### src/rtl/rf_write_arbiter.sv
// Round-robin arbiter for the shared register-file write port.
// Three requesters, registered wre/a3/wd3 stage, illegal-address rejection.
module rf_write_arbiter #(
    parameter int DATA_W   = 16,
    parameter int ADDR_W   = 4,
    parameter int NUM_REGS = 12
) (
    input  logic                  clk,
    input  logic                  reset,
    input  logic                  stall,
    input  logic [2:0]            req,
    input  logic [3*ADDR_W-1:0]   req_addr,
    input  logic [3*DATA_W-1:0]   req_data,
    output logic [2:0]            gnt,
    output logic                  wre,
    output logic [ADDR_W-1:0]     a3,
    output logic [DATA_W-1:0]     wd3,
    output logic                  err,
    output logic [1:0]            err_id,
    output logic [15:0]           wr_count
);

    typedef enum logic {S_IDLE, S_WRITE} state_t;

    localparam logic [ADDR_W:0] NREGS = NUM_REGS[ADDR_W:0];

    state_t              state_q, state_d;
    logic [1:0]          ptr_q, ptr_d;
    logic [ADDR_W-1:0]   a3_q, a3_d;
    logic [DATA_W-1:0]   wd3_q, wd3_d;
    logic                err_q, err_d;
    logic [1:0]          err_id_q, err_id_d;
    logic [15:0]         wr_count_q, wr_count_d;

    logic                acc;
    logic                legal;
    logic [1:0]          k;
    logic [ADDR_W-1:0]   sel_addr;
    logic [DATA_W-1:0]   sel_data;

    // Search order starts at ptr and wraps through the other two.
    always_comb begin
        gnt = 3'b000;
        if (!reset && !stall) begin
            unique case (ptr_q)
                2'd1: begin
                    if (req[1])      gnt = 3'b010;
                    else if (req[2]) gnt = 3'b100;
                    else if (req[0]) gnt = 3'b001;
                end
                2'd2: begin
                    if (req[2])      gnt = 3'b100;
                    else if (req[0]) gnt = 3'b001;
                    else if (req[1]) gnt = 3'b010;
                end
                default: begin
                    if (req[0])      gnt = 3'b001;
                    else if (req[1]) gnt = 3'b010;
                    else if (req[2]) gnt = 3'b100;
                end
            endcase
        end
    end

    always_comb begin
        acc = |gnt;
        k   = 2'd0;
        unique case (1'b1)
            gnt[1]:  k = 2'd1;
            gnt[2]:  k = 2'd2;
            default: k = 2'd0;
        endcase
        sel_addr = req_addr[ADDR_W*k +: ADDR_W];
        sel_data = req_data[DATA_W*k +: DATA_W];
        legal    = ({1'b0, sel_addr} < NREGS);
    end

    // State register
    always_ff @(posedge clk) begin
        if (reset) begin
            state_q    <= S_IDLE;
            ptr_q      <= 2'd0;
            a3_q       <= '0;
            wd3_q      <= '0;
            err_q      <= 1'b0;
            err_id_q   <= 2'd0;
            wr_count_q <= 16'd0;
        end else begin
            state_q    <= state_d;
            ptr_q      <= ptr_d;
            a3_q       <= a3_d;
            wd3_q      <= wd3_d;
            err_q      <= err_d;
            err_id_q   <= err_id_d;
            wr_count_q <= wr_count_d;
        end
    end

    // Next-state logic
    always_comb begin
        state_d    = S_IDLE;
        ptr_d      = ptr_q;
        a3_d       = a3_q;
        wd3_d      = wd3_q;
        err_d      = 1'b0;
        err_id_d   = err_id_q;
        wr_count_d = wr_count_q;
        if (acc) begin
            ptr_d = (k == 2'd2) ? 2'd0 : k + 2'd1;
            if (legal) begin
                state_d    = S_WRITE;
                a3_d       = sel_addr;
                wd3_d      = sel_data;
                wr_count_d = wr_count_q + 16'd1;
            end else begin
                err_d    = 1'b1;
                err_id_d = k;
            end
        end
    end

    // Outputs
    always_comb begin
        wre      = (state_q == S_WRITE);
        a3       = a3_q;
        wd3      = wd3_q;
        err      = err_q;
        err_id   = err_id_q;
        wr_count = wr_count_q;
    end

endmodule

### config.mk
export PLATFORM = sky130hd
export DESIGN_NAME = rf_write_arbiter
export DESIGN_NICKNAME = d
export VERILOG_FILES = /design/src/rtl/rf_write_arbiter.sv
export SDC_FILE = /design/constraint.sdc
export NUM_CORES = 1
export LEC_CHECK = 0
export BUFFER_PORTS_ARGS = -buffer_cell sky130_fd_sc_hd__buf_2
export CORE_ASPECT_RATIO = 1.5
export CORE_UTILIZATION = 51
export DETAILED_ROUTE_END_ITERATION = 16
export MAX_ROUTING_LAYER = met4
export PLACE_DENSITY_LB_ADDON = 0.1
export SETUP_SLACK_MARGIN = 0.1
export SLEW_MARGIN = 20
export SYNTH_ARGS = -nofsm -noshare
export SYNTH_HDL_FRONTEND = slang
export SYNTH_SLANG_ARGS = --single-unit
### constraint.sdc
create_clock -name clk -period 4.2 [get_ports clk]
set_clock_uncertainty 0.1 [all_clocks]
set_input_delay 0.42 -clock clk [delete_from_list [all_inputs] [get_ports clk]]
set_output_delay 0.42 -clock clk [all_outputs]
set_load 0.02 [all_outputs]
# Yosys cells after proc, flatten, opt, wreduce, memory -nomap -nowiden
# Index checks and enable logic that the tools add are counted.
[totals] mem_bits_ro=0 register_bits=42 mem_count=0 latch_bits=0 output_inout_bits=43 word_cells=39 ram_bits=0
[classes] n_mux=15 bitwise_logic=2 multipliers=0 shifts=2 n_addsub=2 eq_ne=3 reduce_logical=7 n_div=0 n_lt_le_gt_ge=1
[ops] operator="$shiftx A48 B7 Y16" n=1
[ops] operator="$mux W3" n=7
[ops] operator="$add A16 B1 Y16 const B" n=1
[ops] operator="$shiftx A12 B5 Y4" n=1
[ops] operator="$mux W2" n=3
[ops] operator="$pmux W3 S2" n=1
[ops] operator="$eq A2 B2 Y1 const B" n=2
[ops] operator="$lt A4 B4 Y1 const B" n=1
[ops] operator="$pmux W2 S2" n=1
[ops] operator="$reduce_and A2 Y1" n=2
[ops] operator="$mux W1" n=3
[ops] operator="$reduce_or A3 Y1" n=1
[ops] operator="$add A2 B1 Y2 const B" n=1
[ops] operator="$eq A2 B1 Y1 const B" n=1
[ops] operator="$logic_not A1 Y1" n=2
[ops] operator="$not A1 Y1" n=2
[ops] operator="$reduce_or A2 Y1" n=1
[ops] operator="$logic_and A1 B1 Y1" n=1

# Depth between registers and ports, before layout
# Gate-level depths: netlist (run 1).
[depth] depth_word=10 mapped_depth=11 ltp_nobuf=9

# Least setup slack after synthesis (run 1)
# Ideal clock, no wire load.
[synth_path] kind="reg2reg" from="register ptr_q[0]" to="register wr_count_q[7] (netlist: wr_count[7])" stages_incl_launch_ff=11 setup_ns=0.132 required_time_ns=3.968 synth_period_minus_slack_ns=2.540 setup_slack_ns=1.660 arrival_time_ns=2.308 cell_sequence="dfxtp_1 > inv_1 > ha_1 > nor2b_1 > o311ai_2 > inv_1 > and3_4 > o221a_4 > buf_2 > o41ai_1 > a21oi_1"
[synth_between] elab_chain_len=7
[synth_rtl] item="start, declared" line_no="28" rtl="logic [1:0] ptr_q, ptr_d;"
[synth_rtl] item="start signal, assigned" line_no="90" rtl="ptr_q <= ptr_d;"
[synth_rtl] item="$eq A2 B2 Y1 or $eq A2 B1 Y1 (tied branches)" line_no="45" rtl="unique case (ptr_q)"
[synth_rtl] item="$pmux W3 S2 *" line_no="45"
[synth_rtl] item="$mux W3 *" line_no="44" rtl="if (!reset && !stall) begin"
[synth_rtl] item="$pmux W2 S2" line_no="68" rtl="unique case (1'b1)"
[synth_rtl] item="$shiftx A12 B5 Y4" line_no="73" rtl="sel_addr = req_addr[ADDR_W*k +: ADDR_W];"
[synth_rtl] item="$lt A4 B4 Y1" line_no="75" rtl="legal = ({1'b0, sel_addr} < NREGS);"
[synth_rtl] item="$reduce_and A2 Y1 (no source line) *"
[synth_rtl] item="end signal, assigned" line_no="95" rtl="wr_count_q <= wr_count_d;"
[synth_rtl] item="end, declared" line_no="33" rtl="logic [15:0] wr_count_q, wr_count_d;"
# Mark *: on every way between the ends. The rest lies on a longest branch, timed or not.
# A chain may end at the register's enable or synchronous reset.

# Worst setup path in the final report (run 1)
[layout_path] from="register ptr_q[0]" to="register wr_count_q[4] (netlist: wr_count[4])"
# The elaborated chain is that of the path after synthesis.

==> results of run 1 <==
## worst reg2reg max path, delay by kind of cell, from the launching register on
kind	cells	cell delay [ns]
adder cells (fa/ha/maj)	1	0.34
AND/OR/NAND/NOR	2	0.57
flip-flops	1	0.34
buffers and inverters	3	0.42
AO/OA/AOI/OAI	4	1.26
## report_power, final
| group | switching [W] | leakage (nW) | internal, W |
|---|---|---|---|
| clock network | 0.000138 | 0.0524 | 0.000178 |
| registers | 0.00000973 | 0.341 | 0.000414 |
| logic | 0.000111 | 1.04 | 0.0000689 |
| total | 0.000258 | 1.44 | 0.000661 |
## flip-flops by register name, indices dropped and copies added, names as in the netlist
register,flops
ptr_q,2
a3,4
wre,1
err,1
err_id,2
wr_count,16
wd3,16
## routing by layer
metal | GRT usage, % | vias to the layer above
li1 | - | 1353
met5 | - | -
met3 | 5.279 | 12
met4 | 9.524 | 0
met2 | 51.10 | 104
met1 | 31.68 | 1281
## metrics by stage
stage	setup slack, ns	hold WS (ns)	instances	util, %	total power [W]
finish	1.090	0.3745	478	67.91	0.0009190
global route	0.7240	0.3940	478	67.91	0.0009623
CTS	1.054	0.3741	478	67.91	0.0009240
detailed placement	1.098	0.3635	470	65.56	0.0006123
global placement	1.182	0.3588	470	65.56	0.0006103
floorplan	1.660	0.3648	318	-	0.0005426
## placed cells by master, fill, tap and decap left out, drive strengths merged, types with 2 or more instances in the layout
cell type / n
a21oi: 52
a221oi: 2
a31o: 2
and3: 23
buf: 114
clkbuf: 7
dfxtp: 42
ha: 3
inv: 14
mux2i: 2
nand2: 48
nand3: 5
nand4: 5
nand4b: 3
nor2: 9
nor2b: 3
nor3: 2
nor3b: 2
o211ai: 20
o21ai: 23
o311ai: 3
o31ai: 9
o32ai: 2
or4: 4
## cell type report
cell class                 instances  area [sq um]
inverter                          14         52.55
tap                               64         80.08
sequential                        42         840.8
fill                             438          1458
timing repair buffer             114         585.6
clock buffer                       7         76.32
clock inverter                     1         30.03
multi-input combinational        236          1419
## final timing paths
check,endpoint,slack [ns],cells after the start
max,wr_count[4],1.09,10
min,wd3[5],0.37,2
max reg2reg,wr_count[4],1.09,10
min reg2reg,wd3[5],0.37,2
## logic make-up after synthesis
kind of cell | Yosys count
buf+inv | 40
simple gates | 110
mux | 3
compound gates | 120
flops | 42
fa+ha+maj | 3
==> flow_metrics.tcl, run 1 <==
set metrics [dict create \
    insertion_delay_ns 0.29 \
    synth.yosys.warnings 0 \
    crit_path_max_fanout 22 \
    cap_violations 0 \
    max_freq_mhz 321.5 \
    grt_overflow 0 \
    cp_data_arrival_time_ns 3.22 \
    worstSetupPathType "reg2reg" \
    netlist_area_sq_mm 0.002402 \
    hpwl_mm 4.673 \
    synth-seq-cells 42 \
    synth_compound_area_share_pct 31.93 \
    cts_post_setup_buffers_inserted 0 \
    drt-initial-drc-count 95 \
    crit_family "compound AO/OA/AOI/OAI gates" \
    critPathRequiredTime_ns 4.31 \
    cts_sinks 42 \
    path_cells "inv_1 -> ha_1 -> nor2b_1 -> o311ai_4 -> inv_1 -> buf_4 -> a221oi_4 -> o221ai_2 -> nand2_1 -> o31ai_1" \
    nets 482 \
    cts_buffers 5 \
    synth.top_cells.by_count "52 x a21oi_1, 48 x nand2_1, 42 x dfxtp_1" \
    cts-resized-gates 0 \
    seq_area_frac_synth_pct 35.00 \
    dr_wl_met2_mm 3.508 \
    min_period_over_period_pct 74.06 \
    initial_utilization_pct 52.89 \
    h-tree-depth 2 \
    design_area_sq_mm 0.003084 \
    synth-xor-area-share_pct 0 \
    hold_buffers 0 \
    synth_top_area_share_pct 35.00 \
    insertedDiodeCount 0 \
    drc_errors 3 \
    die_area_sq_mm 0.004995 \
    ys_async_sr_fraction_pct 0 \
    start_kind "flip-flop" \
    yosys-top-cells-area "dfxtp_1 35%, a21oi_1 11%, nand2_1 7.5%" \
    antenna_found_initial 0 \
    crit_buf_inv 3 \
    setup_viol 0 \
    port_buffers 108 \
    cts_root_buf "clkbuf_8" \
    cpPeakStageDelay_ns 0.76 \
    synth_fa_ha_area_share_pct 1.563 \
    synth-simple-area-share_pct 23.49 \
    grt_pass1_vias 2648 \
    syn_to_final_growth_pct 28.39 \
    postPlaceCellArea_sq_mm 0.002978 \
    ys.flop_type "dfxtp_1" \
    layout_min_cycle_time_ns 3.110 \
    r2r-start "ptr_q[0]" \
    cts.clk_slew.worst_paths_ns 0.08 \
    yosysMostFrequentCell "a21oi_1" \
    cp-end-kind "flip-flop" \
    routed_wl_mm 6.656 \
    grt_first_pass_wirelength_mm 11.23 \
    ys_types 42 \
    hp-start "wd3[5]" \
    hp-class "reg2reg" \
    drive_gt1_share_pct 31.16 \
    wl_met1_mm 2.683 \
    grt_setup_unrepaired "false" \
    failed_checks "DRC" \
    synth.area.mux_share_pct 1.302 \
    hold_viol_final 0 \
    vias 2750 \
    ir_drop_v 0.0002168 \
    grt_max_degree 39 \
    clockBufferDepth 2 \
    synth_edf_count 0 \
    cellLeakagePower_nw 1.437 \
    wl_per_cell_microns 13.92 \
    cts_tree "yes" \
    fin_tns_setup_ns 0 \
    synth_top_family_by_area "compound AO/OA/AOI/OAI gates" \
    syn_avg_cell_area_sq_um 7.554 \
    slowest_stage "o221ai_2" \
    timing.max_slew.rel_slack_pct 37.17 \
    syn_nets 387 \
    syn_inst 318 \
    coreArea_sq_mm 0.004542 \
    die_h_microns 86.06 \
    die_w_microns 58.04 \
    antenna_left 0 \
    status "complete, but fails checks" \
    io_pins 109 \
    routed.top_layer "met4" \
    synth_largest_area_cell "dfxtp_1" \
    critical_path.most_common_cell "inv_1" \
    viasPerCell 5.753 \
    slew_violations 0 \
    firstDrtPassIters 10 \
    wl_met3_microns 340 \
    rows 30 \
    track_usage_pct 28.78 \
    crit_path_start "ptr_q[0]" \
    cellPowerDensity_mw_per_mm2 298.0 \
    gp_congestion 0.8147 \
    worstMarginPinSlew_ns 0.9424 \
]
Note: power is estimated with default switching activity, not from simulation.
==> run 2: changes to the inputs <==
--- a/config.mk
+++ b/config.mk
@@ -7,7 +7,7 @@
 export LEC_CHECK = 0
 export BUFFER_PORTS_ARGS = -buffer_cell sky130_fd_sc_hd__buf_2
 export CORE_ASPECT_RATIO = 1.5
-export CORE_UTILIZATION = 51
+export CORE_UTILIZATION = 47
 export DETAILED_ROUTE_END_ITERATION = 16
 export MAX_ROUTING_LAYER = met4
 export PLACE_DENSITY_LB_ADDON = 0.1
==> constraint.sdc (replaced) <==
create_clock -name clk -period 2.9 [get_ports clk]
set_clock_uncertainty 0.1 [all_clocks]
set_input_delay 0.29 -clock clk [delete_from_list [all_inputs] [get_ports clk]]
set_output_delay 0.29 -clock clk [all_outputs]
set_load 0.02 [all_outputs]
==> flow_metrics.tcl, run 2 (synthesis results as in run 1) <==
set metrics [dict create \
    status "completed" \
    die_w_microns 60.38 \
    cts_buffers 5 \
    start_kind "flip-flop" \
    coreArea_sq_mm 0.004887 \
    drc_errors 0 \
    cts.clk_slew.worst_paths_ns 0.08 \
    rrSetupSlack_ns 0.23 \
    power_switching_w 0.0003856 \
    r2r-start "ptr_q[0]" \
    worstSetupPathType "reg2reg" \
    layout_min_cycle_time_ns 2.665 \
    antenna_found_initial 0 \
    grt_max_degree 41 \
    hold-worst-slack_ns 0.2445 \
    holdPathEnd "err_id[0]" \
    cp-end-kind "flip-flop" \
    ir_drop_v 0.0001914 \
    grtUsageMet2_pct 45.55 \
    port_buffers 108 \
    die_h_microns 89.56 \
    met3_usage_pct 5.499 \
    busiest_layer "met2" \
    pre_cts_slack_ns 0.1358 \
    insertedDiodeCount 0 \
    grt_pass1_vias 2414 \
    timing.rr.end "wr_count[15]" \
    max_freq_mhz 375.2 \
    cap_violations 0 \
    p_sw_share_pct 29.78 \
    slew_violations 0 \
    rows 31 \
    track_usage_pct 26.71 \
    final_common_cell "buf_2" \
    hold_viol_final 0 \
    pwr-share-seq_pct 47.4 \
    path_cells "inv_1 -> ha_4 -> nor2b_1 -> o311ai_4 -> inv_2 -> and3_4 -> o221a_4 -> or4_1 -> a21oi_1" \
    initial_utilization_pct 49.16 \
    clockBufferDepth 2 \
    cts_sinks 42 \
    antenna_left 0 \
    cp_data_arrival_time_ns 2.80 \
    firstDrtPassIters 4 \
    combPwrFrac_pct 21.5 \
    pwr-share-clk_pct 31.1 \
    min_period_over_period_pct 91.91 \
    syn_to_final_growth_pct 31.88 \
    gp_congestion 0.8826 \
    setup_viol 0 \
    grt_first_pass_wirelength_mm 10.71 \
    worst_slack_ns 0.2346 \
    fill_cells 499 \
    cts_root_buf "clkbuf_8" \
    grt_overflow 0 \
    met1_usage_pct 30.51 \
    cts_tree "yes" \
    wl_per_cell_microns 14.12 \
    crit_family "simple AND/OR/NAND/NOR gates" \
    cellPowerDensity_mw_per_mm2 408.7 \
    vias 2748 \
    cpPeakStageDelay_ns 0.50 \
    crit_path_max_fanout 9 \
    critPathRequiredTime_ns 3.04 \
    routed_wl_mm 6.903 \
    worstMarginPinSlew_ns 0.4701 \
    drt-initial-drc-count 204 \
    viasPerCell 5.620 \
    nets 491 \
    final_cell_mix "108 x buf_2, 52 x a21oi_1, 47 x nand2_1" \
    hold-path-cell-count 3 \
    hp-class "in2reg" \
    hp-start "req[1]" \
    h-tree-depth 2 \
    timing.max_slew.rel_slack_pct 68.66 \
    fin_tns_setup_ns 0 \
    hpwl_mm 4.858 \
    slowest_stage "or4_1" \
    crit_buf_inv 2 \
    insertion_delay_ns 0.30 \
    rr_worst_depth 9 \
    p_int_w 0.0009093 \
    drive_gt1_share_pct 33.81 \
    cellLeakagePower_nw 1.476 \
    die_area_sq_mm 0.005407 \
    grt_setup_unrepaired "false" \
    io_pins 109 \
]
[run 2: worst max-delay path by stage]
stage | start | end | slack (ns) | depth (start not counted)
global route | ptr_q[0] | wr_count[15] | 0.13 | 9
floorplan | ptr_q[0] | wr_count[7] | 0.36 | 10
detailed placement | ptr_q[0] | wr_count[15] | 0.14 | 9
finish | ptr_q[0] | wr_count[15] | 0.23 | 9
CTS | ptr_q[0] | wr_count[15] | 0.12 | 9
global placement | ptr_q[0] | wr_count[15] | 0.24 | 9
[run 2: repair_timing]
item                                    4_1_cts  5_1_grt
endpoints found under the setup margin        0       26
gates resized for setup                       0        5
buffers inserted                              0        3
hold buffers                                  0        0
[run 2: layer usage]
layer | wire length, microns | up-vias
li1 | - | 1375
met1 | 2785 | 1250
met2 | 3585 | 112
met3 | 423 | 11
met4 | 109 | 0
met5 | 0 | -
[run 2: stage by stage]
| stage | utilization, % | area [sq um] | total power, W | std cells |
|---|---|---|---|---|
| floorplan | - | 2402 | 0.0007858 | 318 |
| global placement | 61.75 | 3018 | 0.0008905 | 477 |
| detailed placement | 61.75 | 3018 | 0.0008926 | 477 |
| CTS | 63.70 | 3113 | 0.001290 | 485 |
| global route | 64.82 | 3168 | 0.001358 | 489 |
| finish | 64.82 | 3168 | 0.001295 | 489 |
[run 2: worst reg2reg max path, stage by stage, from the launching register on]
cell and delay [ns]:
dfxtp_1 0.34, inv_1 0.08, ha_4 0.26, nor2b_1 0.17
o311ai_4 0.37, inv_2 0.12, and3_4 0.23, o221a_4 0.29
or4_1 0.51, a21oi_1 0.15
[run 2: power by group through the flow]
stage                     Combinational, W  Clock (W)  Sequential, W
after floorplan                   0.000134          0       0.000652
after global placement            0.000264          0       0.000626
after detailed placement          0.000266          0       0.000627
after CTS                         0.000267   0.000410       0.000614
after global routing              0.000309   0.000433       0.000616
final                             0.000279   0.000403       0.000613
[run 2: layout make-up]
type	count	area, sq um	share of cell area (%)
multi-input cells	237	1451	45.81
inverters	14	52.55	1.659
clock inverters	1	8.758	0.2765
repair buffers	122	645.6	20.38
well taps	66	82.58	2.607
clock buffers	7	86.33	2.725
flip-flops and latches	42	840.8	26.54
